--- config.mk ---
export PLATFORM = sky130hd
export DESIGN_NAME = mac_stream_flat
export DESIGN_NICKNAME = d
export VERILOG_FILES = /design/src/rtl/mac_stream_if.sv /design/src/rtl/mac_stream.sv /design/src/flat_wrapper.sv
export SDC_FILE = /design/constraint.sdc
export NUM_CORES = 1
export LEC_CHECK = 0
export BUFFER_PORTS_ARGS = -buffer_cell sky130_fd_sc_hd__buf_2
export CAP_MARGIN = 10
export CELL_PAD_IN_SITES_DETAIL_PLACEMENT = 0
export CELL_PAD_IN_SITES_GLOBAL_PLACEMENT = 1
export CORE_MARGIN = 8
export CORE_UTILIZATION = 50
export DETAILED_ROUTE_END_ITERATION = 8
export PLACE_DENSITY = 0.85
export SLEW_MARGIN = 10
export SYNTH_ARGS = -nofsm -noshare
export SYNTH_HDL_FRONTEND = slang
export SYNTH_SLANG_ARGS = --single-unit
--- constraint.sdc ---
create_clock -name clk -period 13.6 [get_ports clk]
set_clock_uncertainty 0.1 [all_clocks]
set_input_delay 2.04 -clock clk [delete_from_list [all_inputs] [get_ports clk]]
set_output_delay 2.04 -clock clk [all_outputs]
set_load 0.02 [all_outputs]
--- src/rtl/mac_stream_if.sv ---
// Handshake and configuration bundle for mac_stream: operand streams, result stream, config and status.
interface mac_stream_if #(
    parameter int DATA_W = 16,
    parameter int OUT_W  = 16,
    parameter int CNT_W  = 8
);
    logic              config_en;
    logic              signed_mode;
    logic              sat_en;
    logic [CNT_W-1:0]  data_num;
    logic [DATA_W-1:0] in_a;
    logic              in_valid_a;
    logic              in_ready_a;
    logic [DATA_W-1:0] in_b;
    logic              in_valid_b;
    logic              in_ready_b;
    logic [OUT_W-1:0]  mac_out;
    logic              out_valid;
    logic              out_ready;
    logic              ovf_flag;
    logic              busy;

    modport slave (
        input  config_en, signed_mode, sat_en, data_num,
        input  in_a, in_valid_a, in_b, in_valid_b, out_ready,
        output in_ready_a, in_ready_b, mac_out, out_valid, ovf_flag, busy
    );

    modport master (
        output config_en, signed_mode, sat_en, data_num,
        output in_a, in_valid_a, in_b, in_valid_b, out_ready,
        input  in_ready_a, in_ready_b, mac_out, out_valid, ovf_flag, busy
    );
endinterface

--- src/rtl/mac_stream.sv ---
// Streaming multiply-accumulate: two buffered operand streams, data_num products per group,
// optional saturation of the result, auto-restart after each accepted result.
module mac_stream_fifo #(
    parameter int W     = 16,
    parameter int DEPTH = 4
) (
    input  logic         clk,
    input  logic         rst_n,
    input  logic         push_i,
    input  logic [W-1:0] din_i,
    input  logic         pop_i,
    output logic [W-1:0] dout_o,
    output logic         full_o,
    output logic         empty_o
);
    localparam int AW = $clog2(DEPTH);

    logic [W-1:0] mem_q [DEPTH];
    logic [AW:0]  wr_q, rd_q;

    // NOTE: storage is deliberately not reset; the pointers alone decide which entries are live.
    always_ff @(posedge clk) begin
        if (push_i) mem_q[wr_q[AW-1:0]] <= din_i;
    end

    always_ff @(posedge clk or negedge rst_n) begin
        if (!rst_n) begin
            wr_q <= '0;
            rd_q <= '0;
        end else begin
            if (push_i) wr_q <= wr_q + (AW+1)'(1);
            if (pop_i)  rd_q <= rd_q + (AW+1)'(1);
        end
    end

    assign dout_o  = mem_q[rd_q[AW-1:0]];
    assign empty_o = (wr_q == rd_q);
    assign full_o  = (wr_q[AW] != rd_q[AW]) && (wr_q[AW-1:0] == rd_q[AW-1:0]);
endmodule

module mac_stream #(
    parameter int DATA_W     = 16,
    parameter int OUT_W      = 16,
    parameter int ACC_W      = 40,
    parameter int CNT_W      = 8,
    parameter int FIFO_DEPTH = 4
) (
    input logic          clk,
    input logic          rst_n,
    mac_stream_if.slave  bus
);
    typedef enum logic [1:0] {S_IDLE, S_ACC, S_OUT} state_e;

    state_e              state_q, state_d;
    logic [ACC_W-1:0]    acc_q, acc_d;
    logic [CNT_W-1:0]    cnt_q, cnt_d, num_q, num_d;
    logic                signed_q, signed_d, sat_q, sat_d;

    logic [DATA_W-1:0]   a_dout, b_dout;
    logic                a_full, a_empty, b_full, b_empty;
    logic                pop, handshake, load_cfg;
    logic [CNT_W-1:0]    cnt_inc;
    logic signed [2*DATA_W-1:0] prod_s;
    logic [2*DATA_W-1:0] prod_u;
    logic [ACC_W-1:0]    prod_ext;

    assign bus.in_ready_a = !a_full;
    assign bus.in_ready_b = !b_full;

    mac_stream_fifo #(.W(DATA_W), .DEPTH(FIFO_DEPTH)) u_fifo_a (
        .clk(clk), .rst_n(rst_n),
        .push_i(bus.in_valid_a && !a_full), .din_i(bus.in_a),
        .pop_i(pop), .dout_o(a_dout), .full_o(a_full), .empty_o(a_empty)
    );

    mac_stream_fifo #(.W(DATA_W), .DEPTH(FIFO_DEPTH)) u_fifo_b (
        .clk(clk), .rst_n(rst_n),
        .push_i(bus.in_valid_b && !b_full), .din_i(bus.in_b),
        .pop_i(pop), .dout_o(b_dout), .full_o(b_full), .empty_o(b_empty)
    );

    assign pop       = (state_q == S_ACC) && !a_empty && !b_empty;
    assign handshake = (state_q == S_OUT) && bus.out_ready;
    assign load_cfg  = bus.config_en && (bus.data_num != '0) && ((state_q == S_IDLE) || handshake);
    assign cnt_inc   = cnt_q + CNT_W'(1);

    // Full-precision product, extended to the accumulator width according to the operand mode.
    assign prod_s   = $signed(a_dout) * $signed(b_dout);
    assign prod_u   = a_dout * b_dout;
    assign prod_ext = signed_q ? ACC_W'(prod_s) : ACC_W'(prod_u);

    always_ff @(posedge clk or negedge rst_n) begin
        if (!rst_n) state_q <= S_IDLE;
        else        state_q <= state_d;
    end

    // NOTE: every combinational output gets a default first so no path leaves it unassigned (no latch).
    always_comb begin
        state_d = state_q;
        unique case (state_q)
            S_IDLE: if (load_cfg) state_d = S_ACC;
            S_ACC:  if (pop && (cnt_inc == num_q)) state_d = S_OUT;
            S_OUT:  if (bus.out_ready) state_d = (bus.config_en && bus.data_num == '0) ? S_IDLE : S_ACC;
            default: state_d = S_IDLE;
        endcase
    end

    always_comb begin
        acc_d    = acc_q;
        cnt_d    = cnt_q;
        num_d    = num_q;
        signed_d = signed_q;
        sat_d    = sat_q;
        if (load_cfg) begin
            num_d    = bus.data_num;
            signed_d = bus.signed_mode;
            sat_d    = bus.sat_en;
        end
        if (load_cfg || handshake) begin
            acc_d = '0;
            cnt_d = '0;
        end else if (pop) begin
            acc_d = acc_q + prod_ext;
            cnt_d = cnt_inc;
        end
    end

    always_ff @(posedge clk or negedge rst_n) begin
        if (!rst_n) begin
            acc_q    <= '0;
            cnt_q    <= '0;
            num_q    <= CNT_W'(1);
            signed_q <= 1'b0;
            sat_q    <= 1'b0;
        end else begin
            acc_q    <= acc_d;
            cnt_q    <= cnt_d;
            num_q    <= num_d;
            signed_q <= signed_d;
            sat_q    <= sat_d;
        end
    end

    // Result is derived from the held accumulator, so it stays stable for the whole OUT state.
    always_comb begin
        bus.mac_out   = '0;
        bus.ovf_flag  = 1'b0;
        bus.out_valid = (state_q == S_OUT);
        bus.busy      = (state_q != S_IDLE);
        if (state_q == S_OUT) begin
            bus.mac_out = acc_q[OUT_W-1:0];
            if (sat_q && signed_q) begin
                if (!(&acc_q[ACC_W-1:OUT_W-1] || !(|acc_q[ACC_W-1:OUT_W-1]))) begin
                    bus.mac_out  = acc_q[ACC_W-1] ? {1'b1, {(OUT_W-1){1'b0}}} : {1'b0, {(OUT_W-1){1'b1}}};
                    bus.ovf_flag = 1'b1;
                end
            end else if (sat_q) begin
                if (|acc_q[ACC_W-1:OUT_W]) begin
                    bus.mac_out  = '1;
                    bus.ovf_flag = 1'b1;
                end
            end
        end
    end
endmodule

--- src/flat_wrapper.sv ---
// flat-port wrapper written by rule: the top's interface ports become plain ports
module mac_stream_flat 
#(
    parameter int DATA_W     = 16,
    parameter int OUT_W      = 16,
    parameter int ACC_W      = 40,
    parameter int CNT_W      = 8,
    parameter int FIFO_DEPTH = 4
)
  (clk, rst_n, bus_config_en, bus_signed_mode, bus_sat_en, bus_data_num, bus_in_a, bus_in_valid_a, bus_in_b, bus_in_valid_b, bus_out_ready, bus_in_ready_a, bus_in_ready_b, bus_mac_out, bus_out_valid, bus_ovf_flag, bus_busy);
  mac_stream_if #(.DATA_W(DATA_W), .OUT_W(OUT_W), .CNT_W(CNT_W)) bus_i ();
  input logic clk;
  input logic rst_n;
  input wire logic [$bits(bus_i.config_en)-1:0] bus_config_en;
  input wire logic [$bits(bus_i.signed_mode)-1:0] bus_signed_mode;
  input wire logic [$bits(bus_i.sat_en)-1:0] bus_sat_en;
  input wire logic [$bits(bus_i.data_num)-1:0] bus_data_num;
  input wire logic [$bits(bus_i.in_a)-1:0] bus_in_a;
  input wire logic [$bits(bus_i.in_valid_a)-1:0] bus_in_valid_a;
  input wire logic [$bits(bus_i.in_b)-1:0] bus_in_b;
  input wire logic [$bits(bus_i.in_valid_b)-1:0] bus_in_valid_b;
  input wire logic [$bits(bus_i.out_ready)-1:0] bus_out_ready;
  output wire logic [$bits(bus_i.in_ready_a)-1:0] bus_in_ready_a;
  output wire logic [$bits(bus_i.in_ready_b)-1:0] bus_in_ready_b;
  output wire logic [$bits(bus_i.mac_out)-1:0] bus_mac_out;
  output wire logic [$bits(bus_i.out_valid)-1:0] bus_out_valid;
  output wire logic [$bits(bus_i.ovf_flag)-1:0] bus_ovf_flag;
  output wire logic [$bits(bus_i.busy)-1:0] bus_busy;
  assign bus_i.config_en = bus_config_en;
  assign bus_i.signed_mode = bus_signed_mode;
  assign bus_i.sat_en = bus_sat_en;
  assign bus_i.data_num = bus_data_num;
  assign bus_i.in_a = bus_in_a;
  assign bus_i.in_valid_a = bus_in_valid_a;
  assign bus_i.in_b = bus_in_b;
  assign bus_i.in_valid_b = bus_in_valid_b;
  assign bus_i.out_ready = bus_out_ready;
  assign bus_in_ready_a = bus_i.in_ready_a;
  assign bus_in_ready_b = bus_i.in_ready_b;
  assign bus_mac_out = bus_i.mac_out;
  assign bus_out_valid = bus_i.out_valid;
  assign bus_ovf_flag = bus_i.ovf_flag;
  assign bus_busy = bus_i.busy;
  mac_stream #(.DATA_W(DATA_W), .OUT_W(OUT_W), .ACC_W(ACC_W), .CNT_W(CNT_W), .FIFO_DEPTH(FIFO_DEPTH)) u_core (.clk(clk), .rst_n(rst_n), .bus(bus_i));
endmodule
# Word-level counts from Yosys, hierarchy flattened
# Memory sizes are Yosys's and may differ from the RTL's.
# Index checks and enable logic that the tools add are counted.
dict set report word_totals {
  output_inout_bits 21
  in_bits 48
  elab_cells 86
  mem_bits_rw 128
  n_memories 2
  reg_bits 72
}
# memory depth word_bits rd rd_ports_with_merged_regs wr line_no
set memory_table {}
lappend memory_table {u_core.u_fifo_a.mem_q 4 16 1 0 1 mac_stream.sv:18} ;# logic [W-1:0] mem_q [DEPTH];
lappend memory_table {u_core.u_fifo_b.mem_q 4 16 1 0 1 mac_stream.sv:18}
dict set report classes {
  mux 25
  add_sub_neg 6
  eq_ne 12
  n_reduce_logical 29
  n_mul 2
}
# op count
set op_table {}
lappend op_table {{40-bit 2-to-1 mux} 3}
lappend op_table {{16-bit 2-to-1 mux} 6}
lappend op_table {{16-bit by 16-bit multiplier with 32-bit output} 2}
lappend op_table {{40-bit adder} 1}
lappend op_table {{25-bit AND reduction} 1}
lappend op_table {{25-bit OR reduction} 1}
lappend op_table {{24-bit OR reduction} 1}
lappend op_table {{8-bit 2-to-1 mux} 2}
lappend op_table {{3-bit by 1-bit adder with 3-bit output (second input constant)} 4}
lappend op_table {{1-bit logical AND} 12}
lappend op_table {{1-bit 2-to-1 mux} 10}
lappend op_table {{8-bit by 1-bit adder with 8-bit output (second input constant)} 1}
lappend op_table {{8-bit equality test} 1}
lappend op_table {{8-bit logical NOT} 1}
lappend op_table {{8-bit nonzero test} 1}
lappend op_table {{3-bit equality test} 2}
lappend op_table {{2-bit 2-to-1 mux} 3}
lappend op_table {{2-bit case mux with 3 select lines} 1}
lappend op_table {{1-bit logical NOT} 5}
lappend op_table {{2-bit equality test} 2}
lappend op_table {{2-bit inequality test (second input constant)} 2}
lappend op_table {{2-bit nonzero test} 2}
lappend op_table {{1-bit logical OR} 3}
lappend op_table {{3-bit AND reduction} 1}
lappend op_table {{other kinds (5)} 6}

# Depth between registers and ports, before layout
# Gate-level depths: netlist of run 1.
dict set report logic_depth {
  depth_word 7
  depth_mapped 43
  ltp_nobuf 39
}

# Modules after synthesis
# Synthesis of run 1 repeated with hierarchy kept, for this count alone.
dict set report hier_totals {
  hier_cells 2416
  area_unflattened_um2 24629.9
}
# mod cells_each n_inst area_per_inst_um2 seq_area_each_um2
set by_module_without_submodules {}
lappend by_module_without_submodules {mac_stream 2188 1 19237.2 1502.7}
lappend by_module_without_submodules {mac_stream_fifo 114 2 2696.3 2072.0}

# Least setup slack after synthesis of run 1
# Ideal clock, no wire load.
dict set report synth_path {
  path_type {reg-to-reg}
  from {register u_core.u_fifo_b.rd_q[1]}
  to {register u_core.acc_q[39]}
  period_less_slack_ps 9402
  setup_ps 87
  n_path_buf 4
  t_arrival_ps 9215
  stages_incl_launch_ff 43
  slack_ps 4198
  required_time_ps 13413
  cell_sequence {dfrtp_1 -> clkbuf_1 -> clkbuf_1 -> mux2i_1 -> nand2_1 -> o21ai_1 -> clkbuf_1 -> nor2_1 -> fa_1 -> inv_1 -> fa_1 -> inv_1 -> fa_1 -> inv_1 -> fa_1 -> inv_1 -> fa_1 -> inv_1 -> (+7 left out) -> a211o_1 -> a31oi_1 -> o22a_1 -> o2bb2ai_1 -> mux2i_1 -> a211o_1 -> ha_1 -> clkbuf_1 -> nand4_1 -> or3_1 -> nor2_1 -> a211o_1 -> a31oi_1 -> o21ai_1 -> a311oi_4 -> nor2_2 -> a2111o_1 -> o211ai_1}
}
dict set report synth_between {
  elab_chain_len 6
  elab_cells_between_ends 11
  cone_classes {add/sub: 1; mul: 2; eq/ne: 1; mux: 3; reduce/logical: 3; memory: 1}
}
# item line_no
set synth_lines {}
lappend synth_lines {{from (decl)} mac_stream.sv:19} ;# logic [AW:0] wr_q, rd_q;
lappend synth_lines {{from (signal assigned)} mac_stream.sv:32} ;# if (pop_i) rd_q <= rd_q + (AW+1)'(1);
lappend synth_lines {{memory read 4 x 16 bit} --}
lappend synth_lines {{16-bit by 16-bit multiplier with 32-bit output (on tied branches)} {mac_stream.sv:89, mac_stream.sv:88}}
lappend synth_lines {{40-bit 2-to-1 mux} mac_stream.sv:90} ;# assign prod_ext = signed_q ? ACC_W'(prod_s) : ACC_W'(prod_u);
lappend synth_lines {{40-bit adder} mac_stream.sv:123} ;# acc_d = acc_q + prod_ext;
lappend synth_lines {{40-bit 2-to-1 mux} mac_stream.sv:122} ;# end else if (pop) begin
lappend synth_lines {{40-bit 2-to-1 mux} mac_stream.sv:119} ;# if (load_cfg || handshake) begin
lappend synth_lines {{to (signal assigned)} mac_stream.sv:130} ;# acc_q <= '0;
lappend synth_lines {{to (signal assigned)} mac_stream.sv:136} ;# acc_q <= acc_d;
lappend synth_lines {{to (decl)} mac_stream.sv:55} ;# logic [ACC_W-1:0] acc_q, acc_d;
# Several ways; a longest one is shown, not always the timed one. The select of a mux whose other input is x is not followed.
# A chain may end at the register's enable or synchronous reset.

# Worst setup path in the final report of run 1
dict set report layout_path {
  from {register u_core.u_fifo_a.rd_q[1]}
  to {register u_core.acc_q[39]}
}
dict set report layout_between {
  elab_chain_len 6
  elab_cells_between_ends 12
  cone_classes {add/sub: 1; mul: 2; eq/ne: 1; mux: 3; reduce/logical: 4; memory: 1}
}
# item line_no
set layout_lines {}
lappend layout_lines {{from (decl)} mac_stream.sv:19}
lappend layout_lines {{from (signal assigned)} mac_stream.sv:32}
lappend layout_lines {{memory read 4 x 16 bit} --}
lappend layout_lines {{16-bit by 16-bit multiplier with 32-bit output (on tied branches)} {mac_stream.sv:89, mac_stream.sv:88}}
lappend layout_lines {{40-bit 2-to-1 mux} mac_stream.sv:90}
lappend layout_lines {{40-bit adder} mac_stream.sv:123}
lappend layout_lines {{40-bit 2-to-1 mux} mac_stream.sv:122}
lappend layout_lines {{40-bit 2-to-1 mux} mac_stream.sv:119}
# Several ways; a longest one is shown, not always the timed one. The select of a mux whose other input is x is not followed.

==> impl_metrics.csv, run 1 <==
group,metric,value,unit
status,status,"completed",
route,via_count,18100,
min_path,hold_path_end,"u_core.u_fifo_b.wr_q[2]$_DFFE_PN0P_",
logic_synthesis,ys_warn_count,0,
critical_path,cp.required,13.90,ns
route,final_antenna_net_count,0,
placement,post-dp-hpwl,50500,um
critical_path,cp-end-kind,"flip-flop",
clock_tree,cts_setup_buffers,0,
placement,io_buffer_count,68,
timing,hold_viol_final,0,
final_layout,nets,3198,
logic_synthesis,syn_area_per_cell,9.78,sq um
min_path,min-delay-start,"u_core.u_fifo_b.wr_q[2]$_DFFE_PN0P_",
route,drt-initial-drc-count,1213,
min_path,hold_depth,1,
clock_tree,path_clk_slew,0.10,ns
floorplanning,ios,69,
critical_path,r2r-start,"u_core.u_fifo_a.rd_q[1]$_DFFE_PN0P_",
timing,max_freq,94.7,MHz
critical_path,cpMaxStageDelayCell,"o21ai_1",
floorplanning,dieWidth,239,um
grt,grt_max_degree,73,
grt,grt_pass1_vias,19200,
logic_synthesis,synthDistinctLibCells,76,
route,via_per_inst,5.57,
timing,period_needed,10.56,ns
clock_tree,insertion_delay,0.48,ns
timing,worstMarginPinSlew,1.16,ns
logic_synthesis,synth_edf_count,128,
clock_tree,ctsHoldBuffers,0,
logic_synthesis,syn_inst,2544,
logic_synthesis,synthFlopType,"edfxtp_1",
clock_tree,cts_tree,"built",
clock_tree,cts_root_buf,"clkbuf_16",
clock_tree,clock_sinks,200,
floorplanning,die-area,57200,sq um
floorplanning,num_rows,81,
min_path,hold_path_class,"flip-flop to flip-flop",
final_layout,area.sequential,5650,sq um
floorplanning,die_y,239,um
grt,grt_antenna_before_repair,0,
grt,track_usage,22.5,%
floorplanning,initial_utilization,50.7,%
logic_synthesis,syn_area,24900,sq um
critical_path,rr_worst_depth,35,
final_layout,fill_cells,4393,
timing,setup-violations-final,0,
final_layout,insertedDiodeCount,0,
flow_run,cap_violations,0,
critical_path,critPathMaxFanout,22,
critical_path,max_stage_delay,0.89,ns
critical_path,cp-start-kind,"flip-flop",
final_layout,multi_input_area,17100,sq um
grt,grt-ovfl-total,0,
clock_tree,cts_buffers,17,
timing,setup-tns-final,0,ns
clock_tree,htreeDepth,4,
critical_path,r2r_end,"u_core.acc_q[39]$_DFFE_PN0P_",
logic_synthesis,synth-seq-cells,200,
timing,rsz0062_at_grt,"no",
route,routedWlPerCell,19.3,um
floorplanning,core_area,49100,sq um
clock_tree,ctsResizeCount,0,
route,routed_wl,62900,um
critical_path,worst-setup-path-type,"flip-flop to flip-flop",
logic_synthesis,syn_nets,3164,
clock_tree,cts_buffer_depth,2,
critical_path,ff2ff_setup_slack,3.04,ns
logic_synthesis,synth_seq_area_share,22.7,%
timing,max_slew_margin,22.4,%
grt,grt_pass1_wl,101000,um
final_layout,drive_gt1_share,7.37,%
final_layout,syn2layout_area_growth,6.86,%
critical_path,arrival,10.86,ns
placement,gp_congestion,0.954,
timing,slew_viol_final,0,
route,drcViolationCount,0,
logic_synthesis,async_flop_share,36.0,%
timing,post-route-period-util,77.7,%
route,firstDrtPassIters,7,
critical path: cells and delay by family (launching register included):
family,cells,cell delay [ns]
fa+ha+maj,8,3.58
compound gates,11,3.25
simple gates,8,1.53
buf+inv,6,0.82
flops,1,0.62
mux,1,0.40
xor+xnor,1,0.15
final cells by class:
class	instances	area share, %
flip-flops and latches	200	21.2
repair buffers	87	1.83
clock inverters	15	0.833
multi-input cells	1771	64.3
inverters	501	7.07
well taps	664	3.13
clock buffers	17	1.60
stage by stage:
stage | setup slack (ns) | hold slack (ns) | cell area (sq um) | cells | util [%]
global route | 2.39 | 0.413 | 26600 | 3255 | 54.2
detailed placement | 3.16 | 0.379 | 25900 | 3223 | 52.9
floorplan | 4.20 | 0.360 | 24900 | 2544 | -
finish | 3.04 | 0.398 | 26600 | 3255 | 54.2
CTS | 3.12 | 0.395 | 26600 | 3255 | 54.2
global placement | 3.00 | 0.375 | 25900 | 3223 | 52.9
state kept, by name (all words and copies together) (netlist names):
register,count
u_core.signed_q,1
u_core.num_q,8
u_core.cnt_q,8
u_core.sat_q,1
u_core.u_fifo_a.rd_q,3
u_core.acc_q,40
u_core.u_fifo_b.rd_q,3
u_core.state_q,2
u_core.u_fifo_b.wr_q,3
u_core.u_fifo_a.mem_q,64
u_core.u_fifo_a.wr_q,3
u_core.u_fifo_b.mem_q,64
cell usage in the layout (no fill, tap or decap), drive strengths merged, types with 10 or more instances in the layout:
cell type,n
a21o,34
a21oi,86
and2,19
and3,15
buf,87
clkbuf,17
dfrtp,71
edfxtp,128
fa,365
ha,207
inv,510
mux2,32
mux2i,27
mux4,10
nand2,283
nand2b,21
nand3,22
nand4,11
nor2,173
nor2b,11
nor3,13
nor4,12
o21a,56
o21ai,118
o31ai,13
xnor2,70
xor2,50
cells in the mapped netlist, drive strengths merged (15+ instances only):
| cell type | number | area [sq um] |
|---|---|---|
| inv | 501 | 1880 |
| fa | 365 | 7310 |
| nand2 | 283 | 1060 |
| ha | 207 | 2590 |
| nor2 | 173 | 652 |
| edfxtp | 128 | 3840 |
| o21ai | 118 | 591 |
| a21oi | 86 | 430 |
| dfrtp | 71 | 1780 |
| xnor2 | 70 | 613 |
| clkbuf | 60 | 225 |
| o21a | 56 | 420 |
| xor2 | 50 | 438 |
| a21o | 34 | 255 |
| mux2 | 32 | 360 |
| mux2i | 27 | 270 |
| nand3 | 22 | 110 |
| nand2b | 21 | 131 |
| and2 | 19 | 119 |
| and3 | 15 | 93.8 |
routing by layer:
layer  global-route usage (%)  routed length [um]  vias to the layer above
li1                         -                   -                     8256
met2                     40.0               32700                      471
met4                     7.62                1810                        0
met3                     2.99                2800                      120
met1                     27.8               25600                     9268
met5                        0                   0                        -
logic make-up after synthesis:
group | share of synthesized area, %
adders and majority gates | 39.8
muxes | 3.44
xor gates and xnor gates | 4.22
AOI/OAI and AO/OA | 10.3
DFF | 22.7
buffers and inverters | 8.65
and+or+nand+nor | 10.9
worst max path at each step:
stage / cells past startpoint / startpoint / to / slack, ns
3_3_place_gp: 36 / u_core.u_fifo_a.rd_q[1]$_DFFE_PN0P_ / u_core.acc_q[39]$_DFFE_PN0P_ / 3.00
6_report: 35 / u_core.u_fifo_a.rd_q[1]$_DFFE_PN0P_ / u_core.acc_q[39]$_DFFE_PN0P_ / 3.04
5_1_grt: 36 / u_core.u_fifo_a.rd_q[1]$_DFFE_PN0P_ / u_core.acc_q[39]$_DFFE_PN0P_ / 2.39
4_1_cts: 35 / u_core.u_fifo_a.rd_q[1]$_DFFE_PN0P_ / u_core.acc_q[39]$_DFFE_PN0P_ / 3.12
3_5_place_dp: 35 / u_core.u_fifo_a.rd_q[1]$_DFFE_PN0P_ / u_core.acc_q[39]$_DFFE_PN0P_ / 3.16
2_1_floorplan: 42 / u_core.u_fifo_b.rd_q[1]$_DFFE_PN0P_ / u_core.acc_q[39]$_DFFE_PN0P_ / 4.20
Power of run 1 is not shown: default switching activity piles up to over one toggle a cycle in this logic, so the estimate is an artifact.
==> run 2: changes to the inputs <==
CORE_UTILIZATION = 47   (was 50)
PLACE_DENSITY = 0.83   (was 0.85)
clock period = 9.4 ns   (was 13.6 ns; I/O delays follow)
==> run 2 against run 1 <==
Sequential share of layout area down 1.2 points. Critical path depth up 1. Setup slack got worse by 2.8 ns. Design area is 6.0% higher. Flip-flop and latch count unchanged. Core utilization shrank 0.46 points. Worst hold slack lost 0.0052 ns. Routed wire length up 3.8%. Non-clock buffer count is 121 higher. Register-to-register slack got worse by 2.8 ns. Critical endpoint unchanged.
==> impl_metrics.csv, run 2 (same netlist as run 1, synthesis figures left out) <==
group,metric,value,unit
timing,hold_viol_final,0,
grt,track_usage,21.5,%
final_layout,drive_gt1_share,14.7,%
critical_path,cp.required,9.70,ns
floorplanning,num_rows,84,
placement,dpl-instance-area,26600,sq um
floorplanning,die-area,60600,sq um
route,final_antenna_net_count,0,
placement,gp_congestion,0.949,
timing,max_freq,110,MHz
final_layout,syn2layout_area_growth,13.3,%
critical_path,critPathMaxFanout,7,
critical_path,arrival,9.43,ns
min_path,hold_depth,1,
final_layout,multi_input_area,17500,sq um
critical_path,crit_buf_inv,9,
route,via_count,18400,
critical_path,cp_top_family,"adder cells",
final_layout,nets,3319,
route,drcViolationCount,0,
timing,worstMarginPinSlew,1.04,ns
clock_tree,clock_sinks,200,
critical_path,max_stage_delay,0.57,ns
timing,post-route-period-util,97.1,%
flow_run,cap_violations,0,
grt,grt_max_degree,62,
timing,max_slew_margin,30.5,%
critical_path,cpMaxStageDelayCell,"or4_4",
final_layout,fill_cells,4621,
route,routed_wl,65300,um
critical_path,timing.critical_path.depth,36,
floorplanning,die_y,246,um
status,status,"completed",
clock_tree,cts_buffers,17,
clock_tree,ctsHoldBuffers,0,
final_layout,area.sequential,5650,sq um
route,drt-initial-drc-count,1070,
clock_tree,insertion_delay,0.49,ns
timing,slew_viol_final,0,
final_layout,utilization,53.7,%
placement,io_buffer_count,68,
clock_tree,cts_tree,"built",
route,routedWlPerCell,19.2,um
critical_path,cp-end-kind,"flip-flop",
clock_tree,htreeDepth,4,
floorplanning,ios,69,
grt,grt-ovfl-total,0,
clock_tree,cts_buffer_depth,2,
critical_path,cp-start-kind,"flip-flop",
grt,grt_antenna_before_repair,1,
grt,grt_pass1_vias,19000,
clock_tree,path_clk_slew,0.09,ns
timing,period_needed,9.13,ns
route,via_per_inst,5.40,
floorplanning,dieWidth,246,um
route,firstDrtPassIters,6,
critical_path,rr_worst_depth,36,
floorplanning,initial_utilization,47.4,%
min_path,hold_path_class,"flip-flop to flip-flop",
clock_tree,cts_root_buf,"clkbuf_16",
final_layout,final_cell_mix,"inv_1 (497), fa_1 (359), nand2_1 (279)",
timing,setup-violations-final,0,
floorplanning,core_area,52400,sq um
grt,grt_pass1_wl,102000,um
critical_path,worst-setup-path-type,"flip-flop to flip-flop",
final_layout,final_common_cell,"inv_1",
placement,post-dp-hpwl,53100,um
final_layout,fin_area,28200,sq um
final_layout,insertedDiodeCount,0,
## run 2: per-layer routing
metal  global-route usage, %  vias to the layer above  wire length (um)
li1                        -                     8502                 -
met1                    27.5                     9361             26800
met2                    36.7                      424             33300
met3                    3.65                       82              3300
met4                    6.90                        2              1780
met5                    1.06                        -                86
## run 2: path summary, 6_finish.rpt
| path | start | end | slack [ns] |
|---|---|---|---|
| worst min-delay path | u_core.u_fifo_b.wr_q[2]$_DFFE_PN0P_ | u_core.u_fifo_b.wr_q[2]$_DFFE_PN0P_ | 0.39 |
| worst min register to register | u_core.u_fifo_b.wr_q[2]$_DFFE_PN0P_ | u_core.u_fifo_b.wr_q[2]$_DFFE_PN0P_ | 0.39 |
| min in group asynchronous | rst_n | u_core.cnt_q[0]$_DFFE_PN0P_ | 0.65 |
| max in group asynchronous | rst_n | u_core.u_fifo_b.rd_q[1]$_DFFE_PN0P_ | 7.33 |
| worst max register to register | u_core.u_fifo_b.rd_q[1]$_DFFE_PN0P_ | u_core.acc_q[39]$_DFFE_PN0P_ | 0.27 |
| worst max-delay path | u_core.u_fifo_b.rd_q[1]$_DFFE_PN0P_ | u_core.acc_q[39]$_DFFE_PN0P_ | 0.27 |
## run 2: cell type report
cell class | instances | area share, %
Sequential cell | 200 | 20.1
Clock buffer | 17 | 1.51
Timing Repair Buffer | 208 | 5.75
Multi-Input combinational cell | 1771 | 62.2
Tap cell | 688 | 3.05
Clock inverter | 15 | 0.772
Inverter | 501 | 6.69
## run 2: worst register-to-register path, delay by kind of cell (launching register included)
family | cells | cell delay (ns)
compound gates | 10 | 2.35
fa+ha+maj | 8 | 3.20
buf+inv | 9 | 0.91
flops | 1 | 0.46
mux | 1 | 0.36
simple gates | 8 | 1.68
## run 2: repair_timing
action,4_1_cts,5_1_grt
pin swaps,0,37
endpoints found under the setup margin,3,13
setup buffers,0,36
gates resized for setup,2,121
cloned,0,7
## run 2: per-stage QoR
stage,instances,setup TNS [ns],hold slack [ns],setup slack [ns]
2_1_floorplan,2544,0,0.360,0.00124
3_3_place_gp,3325,0,0.376,0.0897
3_5_place_dp,3325,-0.0313,0.384,-0.0313
4_1_cts,3357,0,0.399,0.0304
5_1_grt,3400,-0.115,0.407,-0.0424
6_report,3400,0,0.393,0.273
Power of run 2 is left out for the same reason.
==> run 3: changes to the inputs <==
CORE_ASPECT_RATIO = 1.25   (was default)
GPL_ROUTABILITY_DRIVEN = 0   (was default)
==> run 3 against run 2 <==
First-iteration DRC count increased by 22%. Die area about the same. Core utilization decreased by 0.34 points. Register-to-register slack got worse by 0.06 ns. Sequential share of layout area increased by 0.12 points. Setup slack got worse by 0.060 ns. Non-clock buffer count decreased by 22. Via count increased by 1.2%. Maximum frequency decreased by 0.65%. Critical endpoint unchanged.
==> impl_metrics.csv, run 3 (same netlist as run 1, synthesis figures left out) <==
group,metric,value,unit
status,status,"completed",
floorplanning,num_rows,94,
timing,max_freq,109,MHz
clock_tree,path_clk_slew,0.09,ns
timing,post-route-period-util,97.7,%
floorplanning,ios,69,
timing,slew_viol_final,0,
route,drt-initial-drc-count,1304,
floorplanning,die_y,273,um
critical_path,cp.required,9.67,ns
grt,grt_antenna_before_repair,3,
timing,max_slew_margin,30.0,%
clock_tree,clock_sinks,200,
grt,grt_pass1_vias,19400,
grt,grt-ovfl-total,0,
timing,worstMarginPinSlew,1.05,ns
clock_tree,ctsHoldBuffers,0,
timing,setup-violations-final,0,
critical_path,cp-end-kind,"flip-flop",
critical_path,arrival,9.46,ns
critical_path,cpMaxStageDelayCell,"fa_1",
timing,hold_viol_final,0,
critical_path,worst-setup-path-type,"flip-flop to flip-flop",
grt,grt_max_degree,73,
route,via_per_inst,5.53,
clock_tree,cts_buffer_depth,2,
final_layout,insertedDiodeCount,0,
final_layout,nets,3297,
floorplanning,dieWidth,222,um
clock_tree,cts_root_buf,"clkbuf_16",
final_layout,fill_cells,4626,
floorplanning,initial_utilization,47.4,%
placement,dpl-instance-area,26500,sq um
placement,post-dp-hpwl,53200,um
route,routed_wl,66200,um
clock_tree,insertion_delay,0.46,ns
final_layout,fin_area,28000,sq um
timing,hold_ws,0.400,ns
final_layout,syn2layout_area_growth,12.6,%
floorplanning,die-area,60600,sq um
final_layout,drive_gt1_share,13.8,%
route,drcViolationCount,0,
critical_path,max_stage_delay,0.56,ns
clock_tree,cts_buffers,17,
route,via_count,18600,
critical_path,critPathMaxFanout,6,
critical_path,cp-start-kind,"flip-flop",
clock_tree,cts_tree,"built",
clock_tree,htreeDepth,4,
route,routedWlPerCell,19.7,um
route,firstDrtPassIters,5,
final_layout,final_cell_mix,"inv_1 (499), fa_1 (362), nand2_1 (281)",
route,final_antenna_net_count,0,
min_path,hold_path_class,"flip-flop to flip-flop",
timing,period_needed,9.19,ns
final_layout,final_common_cell,"inv_1",
flow_run,cap_violations,0,
grt,track_usage,21.5,%
placement,io_buffer_count,68,
grt,grt_pass1_wl,103000,um
floorplanning,core_area,52500,sq um
critical_path,cp_common_cell,"fa_1",
-- run 3: cell count changes in the layout (fill, tap and decap cells not counted), moves of 3 or more --
cell     change
inv_2        -3
o21a_1       +3
buf_4       -15
nor2_2       +3
mux2i_1      +3
fa_1         +3
inv_8        +3
a31oi_4      +3
inv_12       -3
nor2_1       -3
mux2i_2      -3
fa_2         -3
buf_6        -8
-- run 3: final timing paths --
kind                                                     start  slack, ns                                  end  cells after the start
setup / recovery           u_core.u_fifo_b.rd_q[1]$_DFFE_PN0P_       0.21         u_core.acc_q[39]$_DFFE_PN0P_                     37
hold / removal             u_core.u_fifo_a.wr_q[2]$_DFFE_PN0P_       0.40  u_core.u_fifo_a.wr_q[2]$_DFFE_PN0P_                      1
setup reg to reg           u_core.u_fifo_b.rd_q[1]$_DFFE_PN0P_       0.21         u_core.acc_q[39]$_DFFE_PN0P_                     37
hold reg to reg            u_core.u_fifo_a.wr_q[2]$_DFFE_PN0P_       0.40  u_core.u_fifo_a.wr_q[2]$_DFFE_PN0P_                      1
max in group asynchronous                                rst_n       7.40  u_core.u_fifo_a.rd_q[0]$_DFFE_PN0P_                      1
min in group asynchronous                                rst_n       1.02         u_core.acc_q[34]$_DFFE_PN0P_                      1
-- run 3: repair_timing --
item	CTS	global route
pin swaps	4	46
endpoints found under the setup margin	4	12
cloned	0	4
setup buffers	2	28
resized for setup	5	110
-- run 3: stage by stage --
step / utilization (%) / setup TNS (ns) / worst slack [ns] / std cells
final: 53.4 / 0 / 0.214 / 3362
after global routing: 53.4 / -0.0959 / -0.0723 / 3362
after CTS: 51.8 / 0 / 0.0236 / 3330
after detailed placement: 50.5 / -0.147 / -0.0795 / 3296
after global placement: 50.5 / 0 / 0.0775 / 3296
after floorplan: - / 0 / 0.00124 / 2544
-- run 3: area by class of cell --
class	instances	area [sq um]	area share [%]
multi-input cells	1771	17600	62.7
flip-flops and latches	200	5650	20.2
inverters	501	1890	6.73
repair buffers	186	1440	5.15
well taps	672	841	3.00
clock buffers	17	425	1.52
clock inverters	15	193	0.688
-- run 3: routing by layer --
| layer | GRT usage (%) | vias to the layer above | wire [um] |
|---|---|---|---|
| met1 | 24.6 | 9479 | 24600 |
| li1 | - | 8445 | - |
| met2 | 40.7 | 514 | 35900 |
| met5 | 0 | - | 29 |
| met4 | 8.10 | 4 | 2530 |
| met3 | 2.58 | 147 | 3080 |
-- run 3: worst max-delay path, delay by kind of cell (launching register included) --
family	cells	cell delay, ns
fa+ha+maj	8	3.47
compound gates	11	2.50
simple gates	9	1.59
buf+inv	8	0.85
flops	1	0.45
mux	1	0.11
Power of run 3 is left out for the same reason.
